--- src/rtl/gpo_timed_fifo.sv ---
// Timestamped event FIFO feeding a GPO core: the head entry is issued when its
// timestamp equals the global counter, or dropped if it is already late.
// Optional macro GPO_TIMED_FIFO_LATE_COUNT_EN enables the saturating late_count.
module gpo_timed_fifo #(
  parameter int DEPTH_LOG2 = 4,
  parameter int TS_WIDTH   = 64
) (
  input  logic                  clk,
  input  logic                  reset,
  input  logic [63:0]           counter,
  input  logic                  wr_en,
  input  logic [127:0]          wr_data,
  input  logic                  flush,
  input  logic                  busy,
  output logic [127:0]          gpo_in,
  output logic                  counter_matched,
  output logic                  full,
  output logic                  empty,
  output logic [DEPTH_LOG2:0]   count,
  output logic                  overflow_error,
  output logic                  late_error,
  output logic [15:0]           late_count
);

  localparam int DEPTH = 1 << DEPTH_LOG2;
  localparam logic [DEPTH_LOG2:0] FULL_CNT = {1'b1, {DEPTH_LOG2{1'b0}}};

  typedef enum logic [1:0] {
    HEAD_IDLE,
    HEAD_WAIT,
    HEAD_FIRE,
    HEAD_LATE
  } head_e;

  logic [127:0]          mem_q [DEPTH];
  logic [DEPTH_LOG2-1:0] wr_ptr_q, wr_ptr_d;
  logic [DEPTH_LOG2-1:0] rd_ptr_q, rd_ptr_d;
  logic [DEPTH_LOG2:0]   count_q, count_d;
  logic [127:0]          gpo_in_q, gpo_in_d;
  logic                  matched_q, matched_d;
  logic                  overflow_q, overflow_d;
  logic                  late_q, late_d;

  head_e                 head_state;
  logic [127:0]          head_entry;
  logic [TS_WIDTH-1:0]   head_ts;
  logic [TS_WIDTH-1:0]   now_ts;
  logic                  fire_pop;
  logic                  late_pop;
  logic                  pop;
  logic                  push;

  assign full       = (count_q == FULL_CNT);
  assign empty      = (count_q == '0);
  assign head_entry = mem_q[rd_ptr_q];
  assign head_ts    = head_entry[64 +: TS_WIDTH];
  assign now_ts     = counter[TS_WIDTH-1:0];

  // Head classification; an empty FIFO never compares.
  always_comb begin
    head_state = HEAD_IDLE;
    if (!empty) begin
      if (head_ts > now_ts)       head_state = HEAD_WAIT;
      else if (head_ts == now_ts) head_state = HEAD_FIRE;
      else                        head_state = HEAD_LATE;
    end
  end

  // Flush overrides every pop and push in its cycle.
  assign fire_pop = !flush && (head_state == HEAD_FIRE) && !busy;
  assign late_pop = !flush && (head_state == HEAD_LATE);
  assign pop      = fire_pop || late_pop;
  assign push     = !flush && wr_en && (!full || pop);

  always_comb begin
    wr_ptr_d   = wr_ptr_q;
    rd_ptr_d   = rd_ptr_q;
    count_d    = count_q;
    gpo_in_d   = gpo_in_q;
    matched_d  = 1'b0;
    late_d     = late_pop;
    overflow_d = !flush && wr_en && full && !pop;
    if (flush) begin
      wr_ptr_d = '0;
      rd_ptr_d = '0;
      count_d  = '0;
    end else begin
      if (push) wr_ptr_d = wr_ptr_q + 1'b1;
      if (pop)  rd_ptr_d = rd_ptr_q + 1'b1;
      case ({push, pop})
        2'b10:   count_d = count_q + 1'b1;
        2'b01:   count_d = count_q - 1'b1;
        default: count_d = count_q;
      endcase
      if (fire_pop) begin
        gpo_in_d  = head_entry;
        matched_d = 1'b1;
      end
    end
  end

  always_ff @(posedge clk or posedge reset) begin
    if (reset) begin
      wr_ptr_q   <= '0;
      rd_ptr_q   <= '0;
      count_q    <= '0;
      gpo_in_q   <= '0;
      matched_q  <= 1'b0;
      overflow_q <= 1'b0;
      late_q     <= 1'b0;
    end else begin
      wr_ptr_q   <= wr_ptr_d;
      rd_ptr_q   <= rd_ptr_d;
      count_q    <= count_d;
      gpo_in_q   <= gpo_in_d;
      matched_q  <= matched_d;
      overflow_q <= overflow_d;
      late_q     <= late_d;
    end
  end

  // Storage is not reset so it can map onto RAM; pointers alone define validity.
  always_ff @(posedge clk) begin
    if (push) mem_q[wr_ptr_q] <= wr_data;
  end

`ifdef GPO_TIMED_FIFO_LATE_COUNT_EN
  logic [15:0] late_cnt_q, late_cnt_d;

  always_comb begin
    late_cnt_d = late_cnt_q;
    if (late_pop && late_cnt_q != 16'hFFFF) late_cnt_d = late_cnt_q + 16'd1;
  end

  always_ff @(posedge clk or posedge reset) begin
    if (reset) late_cnt_q <= '0;
    else       late_cnt_q <= late_cnt_d;
  end

  assign late_count = late_cnt_q;
`else
  assign late_count = 16'd0;
`endif

  assign gpo_in          = gpo_in_q;
  assign counter_matched = matched_q;
  assign count           = count_q;
  assign overflow_error  = overflow_q;
  assign late_error      = late_q;

endmodule
--- config.mk ---
export PLATFORM = sky130hd
export DESIGN_NAME = gpo_timed_fifo
export DESIGN_NICKNAME = d
export VERILOG_FILES = /design/src/rtl/gpo_timed_fifo.sv
export SDC_FILE = /design/constraint.sdc
export NUM_CORES = 2
export LEC_CHECK = 0
export ABC_CLOCK_PERIOD_IN_PS = 15300
export BUFFER_PORTS_ARGS = -buffer_cell sky130_fd_sc_hd__buf_2
export CAP_MARGIN = 20
export CORE_ASPECT_RATIO = 1.2
export CORE_MARGIN = 1.5
export CORE_UTILIZATION = 45
export CTS_CLUSTER_SIZE = 40
export DETAILED_ROUTE_END_ITERATION = 7
export PLACE_DENSITY = 0.68
export SLEW_MARGIN = 20
export SYNTH_ARGS = -nofsm -noshare
export SYNTH_HDL_FRONTEND = slang
export SYNTH_SLANG_ARGS = --single-unit
--- constraint.sdc ---
create_clock -name clk -period 15.3 [get_ports clk]
set_input_delay 0 -clock clk [delete_from_list [all_inputs] [get_ports clk]]
set_output_delay 0 -clock clk [all_outputs]
set_load 0.01 [all_outputs]
# [Yosys cells after proc, flatten, opt, wreduce, memory -nomap -nowiden]
# Memories as Yosys holds them, arrays and structs flattened.
# Index checks and enable logic that the tools add are counted.
[word_totals] reg_bits=144 ramBits=2048 out_inout_bits=154 elab_cells=51 n_memories=1
[mem_list] name="mem_q" words=16 width=128 rd=1 rd_ports_with_merged_regs=0 write_ports=1 line="35" text="logic [127:0] mem_q [DEPTH];"
[classes] addsub=4 order_cmp=1 n_eq_ne=6 mux=13 bitwise_logic=1 n_reduce_logical=18
[op_table] operator="64-bit equality test" n=1
[op_table] operator="64-bit > comparator" n=1
[op_table] operator="4-bit 2-to-1 mux" n=4
[op_table] operator="5-bit one-hot mux with 2 select lines" n=1
[op_table] operator="4-bit by 1-bit adder with 4-bit output, second input constant" n=2
[op_table] operator="1-bit logical AND" n=7
[op_table] operator="2-bit equality test, second input constant" n=3
[op_table] operator="5-bit by 1-bit adder with 5-bit output, second input constant" n=1
[op_table] operator="5-bit equality test, second input constant" n=1
[op_table] operator="5-bit logical NOT" n=1
[op_table] operator="1-bit 2-to-1 mux" n=5
[op_table] operator="5-bit 2-to-1 mux" n=1
[op_table] operator="5-bit by 1-bit subtractor with 5-bit output, second input constant" n=1
[op_table] operator="1-bit logical NOT" n=4
[op_table] operator="2-bit 2-to-1 mux" n=2
[op_table] operator="2-bit nonzero test" n=2
[op_table] operator="3-bit nonzero test" n=1
[op_table] operator="2-bit by 1-bit equality test with 1-bit output, second input constant" n=1
[op_table] operator="1-bit logical OR" n=2
[op_table] operator="2-bit AND reduction" n=1
[op_table] operator="1-bit NOT" n=1

# [Logic depth before layout (Yosys ltp)]
# An unclocked memory read counts as a cell.
[depth] ltp_word=14 ltp_mapped=23 depth_no_buf=21

# [Worst setup path before layout]
# Ideal clock, no wire load.
[synth_timing] kind="register -> register" start="register rd_ptr_q[0]" end="memory mem_q[0][0] (enable)" setup_time_ns=0.772 t_arrival_ns=12.646 setup_slack_ns=1.882 stages_incl_launch_ff=17 synth_period_minus_slack_ns=13.418 cell_sequence="dfrtp_1 clkbuf_1 clkbuf_1 buf_2 buf_2 mux4_2 a22oi_1 nand2_1 ha_1 nand4_1 nor4_4 nand3_2 or4_4 buf_6 o211ai_2 nand3_1 nor3_1"
[synth_between] elab_chain_cells=13 word_cells_on_any_way=16
[synth_lines] element="start, declared" line="37" text="logic [DEPTH_LOG2-1:0] rd_ptr_q, rd_ptr_d;"
[synth_lines] element="start signal, assigned" line="113" text="rd_ptr_q <= rd_ptr_d;"
[synth_lines] element="memory 16 x 128 bit (*)"
[synth_lines] element="net head_entry[89]" line="45" text="logic [127:0] head_entry;"
[synth_lines] element="branches (longest 2 deep; another with 64-bit > comparator)"
[synth_lines] element="2-bit 2-to-1 mux (*)" line="63" text="if (head_ts > now_ts) head_state = HEAD_WAIT;"
[synth_lines] element="2-bit 2-to-1 mux (*)" line="62" text="if (!empty) begin"
[synth_lines] element="2-bit equality test" line="70" text="assign fire_pop = !flush && (head_state == HEAD_FIRE) && !busy;"
[synth_lines] element="1-bit logical AND (2 in a row)" line="70"
[synth_lines] element="1-bit logical OR (*)" line="72" text="assign pop = fire_pop || late_pop;"
[synth_lines] element="1-bit logical OR (*)" line="73" text="assign push = !flush && wr_en && (!full || pop);"
[synth_lines] element="1-bit logical AND (*)" line="73"
[synth_lines] element="1-bit 2-to-1 mux (*)" line="124" text="if (push) mem_q[wr_ptr_q] <= wr_data;"
[synth_lines] element="1-bit 2-to-1 mux (not written as such) (*)" line="124"
[synth_lines] element="end, declared" line="35"
# Mark *: on every way through the listed nets, which the timed path passes.

# [Worst setup path in the final report]
[layout_timing] start="register rd_ptr_q[1]" end="memory mem_q[5][55] (enable)"
# Same word-level chain as after synthesis.

==> metrics.md <==
| Metric | Value |
|---|---|
| Most used flip-flop cell after synthesis | `sky130_fd_sc_hd__edfxtp_1` |
| Number of endpoints failing setup at the final stage | `0` |
| Floorplan row count | `174` |
| RSZ-0062 raised after global routing | `false` |
| Minimum hold slack | `98.7 ps` |
| Post-placement cell area | `89400 um2` |
| Fraction of registers with async set/reset | `6.57%` |
| Hold Path Class | `input port to register` |
| Die Ht | `478 um` |
| Data arrival time of the critical path | `9210 ps` |
| Peak clock frequency supported by timing | `114 MHz` |
| Number of antenna violations at the first check in global routing | `40` |
| Most frequent cells in the layout | `2048 x sky130_fd_sc_hd__edfxtp_1, 469 x sky130_fd_sc_hd__nand2_1, 444 x sky130_fd_sc_hd__mux4_2, 334 x sky130_fd_sc_hd__buf_2, 263 x sky130_fd_sc_hd__mux2i_1` |
| Net count, final | `4994` |
| Required @ worst endpoint | `15730 ps` |
| Number of synthesis warnings | `0` |
| Detailed-route vias per instance | `5.87` |
| Wire length of the first global-routing pass | `301 mm` |
| Number of register bits inferred by synthesis | `2192` |
| Number of input and output port buffers inserted | `334` |
| Worst setup path category | `register to register` |
| Placeable core region | `187000 um2` |
| Power density normalized to cell area | `137 nW/um2` |
| Top fanout value on the critical path | `63` |
| Layout Skew | `37.7 ps` |
| Origin of the worst min-delay path | `wr_data[124]` |
| Tightest Pin Transition | `1150 ps` |
| Growth of design area from synthesis to finish | `15.3%` |
| Count of flip-flops with a built-in enable after synthesis | `2048` |
| Gate count of the mapped netlist | `4185` |
| Global routing usage summed across all routing layers | `21.8%` |
| Clock sink count | `2192` |
| Reg2Reg Depth | `16` |
| Die X | `399 um` |
| Latest clock arrival within the worst-skew pair | `840 ps` |
| Estimated wirelength of the detail-placed design | `113 mm` |
| Library cell used as clock root buffer | `sky130_fd_sc_hd__clkbuf_16` |
| Largest net degree at the start of global routing | `129` |
| Maximum Capacitance Violations | `0` |
| Most common cell after layout, fill and taps aside | `sky130_fd_sc_hd__edfxtp_1` |
| Residual overflow from global routing | `0` |
| H-Tree Depth | `4` |
| Number of DRC markers after the initial detailed-route iteration | `4480` |
| Endpoint with the worst hold slack | `mem_q[4][124]` |
| Worst slew margin relative to its limit | `23.2%` |
| Maximum clock path buffer count | `3` |
| Remaining design rule violation count | `0` |
| Final ANT Viol Nets | `0` |
| Vias in the first global route | `43400` |
| Post-Syn Area | `84800 um2` |
| Area of the die | `191000 um2` |
| Final hold vios | `0` |
| Number of unique standard cell types used by synthesis | `57` |
| Final instance area | `97700 um2` |
| Endpoint of the lowest-slack register-to-register path | `mem_q[5][55]` |
| Mean routed wirelength per cell | `28.2 um` |
| Post-layout min period | `8780 ps` |
| # IOs | `351` |
| Max-slew violation count | `0` |
| Launching point of the worst reg2reg path | `rd_ptr_q[1]` |
| Proportion of layout cells with a drive suffix above 1 | `24.3%` |
| Category of the worst setup path capture point | `register` |
| Kind of launch point of the worst setup path | `register` |
| Number of buffers created by CTS | `212` |
| Leakage | `32.6 nW` |
| Layout Utilization | `52.2%` |
| Run status | `completed` |
| Share of the clock period used by the worst path | `57.4%` |
| Part of the Yosys area used for sequential elements | `76.8%` |
| Final TNS setup | `0 ps` |
| DRT Pass-1 Iters | `7` |
| Routed wire length | `208 mm` |
| Maximum VDD drop | `0.109 mV` |
| Hold path cells | `2` |
| Starting Density | `45.3%` |
| Placer's final routability congestion estimate | `0.845` |
| CTS clk-pin slew, worst paths | `60 ps` |
| Final total power | `13.4 mW` |
| # Post-CTS Setup Buffers | `0` |
| Per-instance average area after synthesis | `20.3 um2` |
| Clock tree from TritonCTS | `done` |
| Via count of the routed design | `43300` |
| Register-to-register path setup slack | `6520 ps` |
layout make-up:
type	instances	area, um2
Tap cell	2464	3080
Clock inverter	108	1050
Clock buffer	293	5860
Inverter	82	323
Multi-Input combinational cell	1698	18600
Timing Repair Buffer	538	3720
Antenna cell	12	30.0
Fill cell	14500	89500
Sequential cell	2192	65100
kinds of logic after synthesis:
logic type / synth area share (%)
adder cells (fa/ha/maj): 1.09
AO/OA/AOI/OAI: 2.93
XOR/XNOR: 0.0413
AND/OR/NAND/NOR: 2.71
other: 0.00442
flip-flops: 76.8
multiplexers: 14.9
buffers and inverters: 1.52
sequential cells by signal, indices dropped and copies added (netlist names):
signal / cells
counter_matched: 1
late_error: 1
mem_q: 2048
wr_ptr_q: 4
gpo_in: 128
rd_ptr_q: 4
overflow_error: 1
count: 5
worst max-delay path: stages (launching register included):
cell,delay [ps]
sky130_fd_sc_hd__dfrtp_4,440
sky130_fd_sc_hd__buf_4,700
sky130_fd_sc_hd__buf_4,900
sky130_fd_sc_hd__buf_4,700
sky130_fd_sc_hd__mux4_2,410
sky130_fd_sc_hd__a22oi_1,200
sky130_fd_sc_hd__nand2_1,260
sky130_fd_sc_hd__ha_1,390
sky130_fd_sc_hd__nand4_1,160
sky130_fd_sc_hd__nor4_1,320
sky130_fd_sc_hd__nand3_1,360
sky130_fd_sc_hd__or4_4,790
sky130_fd_sc_hd__o211ai_2,260
sky130_fd_sc_hd__nand3_1,410
sky130_fd_sc_hd__nor2_4,190
sky130_fd_sc_hd__buf_4,680
sky130_fd_sc_hd__buf_4,960
worst max path at each step:
stage,to,start,cells past startpoint,slack [ps]
3_3_place_gp,mem_q[12][14],rd_ptr_q[1],15,6420
6_report,mem_q[5][55],rd_ptr_q[1],16,6520
4_1_cts,mem_q[12][43],rd_ptr_q[1],15,6270
2_1_floorplan,mem_q[0][0],rd_ptr_q[0],16,1880
3_5_place_dp,mem_q[12][14],rd_ptr_q[1],15,6300
5_1_grt,mem_q[5][39],rd_ptr_q[1],16,6170
layer usage:
metal | GRT usage, % | part of all wire, %
met1 | 31.6 | 42
met2 | 33.3 | 46
met3 | 5.76 | 9.9
met4 | 4.58 | 1.7
met5 | 0 | 0.14
power by group:
group / internal, mW / switching, mW / leakage [nW] / total [mW]
registers: 6.62 / 0.0295 / 20.4 / 6.65
clock network: 2.97 / 2.20 / 3.39 / 5.16
logic: 0.743 / 0.839 / 8.79 / 1.58
synth_stat cells (2+ instances only):
cell type	number	share of area (%)
sky130_fd_sc_hd__a21o_1	7	0.062
sky130_fd_sc_hd__a211oi_1	2	0.018
sky130_fd_sc_hd__o31ai_1	2	0.018
sky130_fd_sc_hd__buf_1	35	0.15
sky130_fd_sc_hd__clkbuf_1	133	0.59
sky130_fd_sc_hd__xnor2_1	4	0.041
sky130_fd_sc_hd__nand3_1	13	0.077
sky130_fd_sc_hd__nor3_1	10	0.059
sky130_fd_sc_hd__and2_1	3	0.022
sky130_fd_sc_hd__ha_1	72	1.1
sky130_fd_sc_hd__mux2i_1	263	3.1
sky130_fd_sc_hd__nand4_1	10	0.074
sky130_fd_sc_hd__dfrtp_1	144	4.3
sky130_fd_sc_hd__a22oi_1	63	0.56
sky130_fd_sc_hd__o21ai_0	82	0.48
sky130_fd_sc_hd__a221oi_1	131	1.4
sky130_fd_sc_hd__nor2_1	27	0.12
sky130_fd_sc_hd__nand2_1	469	2.1
sky130_fd_sc_hd__a311oi_1	2	0.021
sky130_fd_sc_hd__o211ai_1	2	0.018
sky130_fd_sc_hd__inv_1	81	0.36
sky130_fd_sc_hd__nand2b_1	4	0.030
sky130_fd_sc_hd__o221ai_1	4	0.041
sky130_fd_sc_hd__buf_6	2	0.027
sky130_fd_sc_hd__a221o_1	2	0.024
sky130_fd_sc_hd__edfxtp_1	2048	73
sky130_fd_sc_hd__nand4_2	2	0.030
sky130_fd_sc_hd__nor2b_1	2	0.015
sky130_fd_sc_hd__a21oi_1	25	0.15
sky130_fd_sc_hd__mux4_2	444	12
sky130_fd_sc_hd__a31o_2	3	0.031
sky130_fd_sc_hd__buf_4	16	0.14
sky130_fd_sc_hd__buf_2	42	0.25
sky130_fd_sc_hd__o21a_1	2	0.018
sky130_fd_sc_hd__nand4b_1	2	0.021
sky130_fd_sc_hd__and3_1	6	0.044
sky130_fd_sc_hd__o32ai_1	3	0.031
sky130_fd_sc_hd__nor4_1	3	0.022
sky130_fd_sc_hd__nor4_4	2	0.050
what timing repair did:
item,4_1_cts,5_1_grt
hold buffers,136,0
gates resized for setup,0,0
endpoints found under the hold margin,2148,0
through the flow:
stage          worst slack, ps  instances
3_5_place_dp              6300       6836
2_1_floorplan             1880       4200
5_1_grt                   6170       7380
3_3_place_gp              6420       6836
4_1_cts                   6270       7373
6_report                  6520       7387
Power figures use the tool's default switching activity.
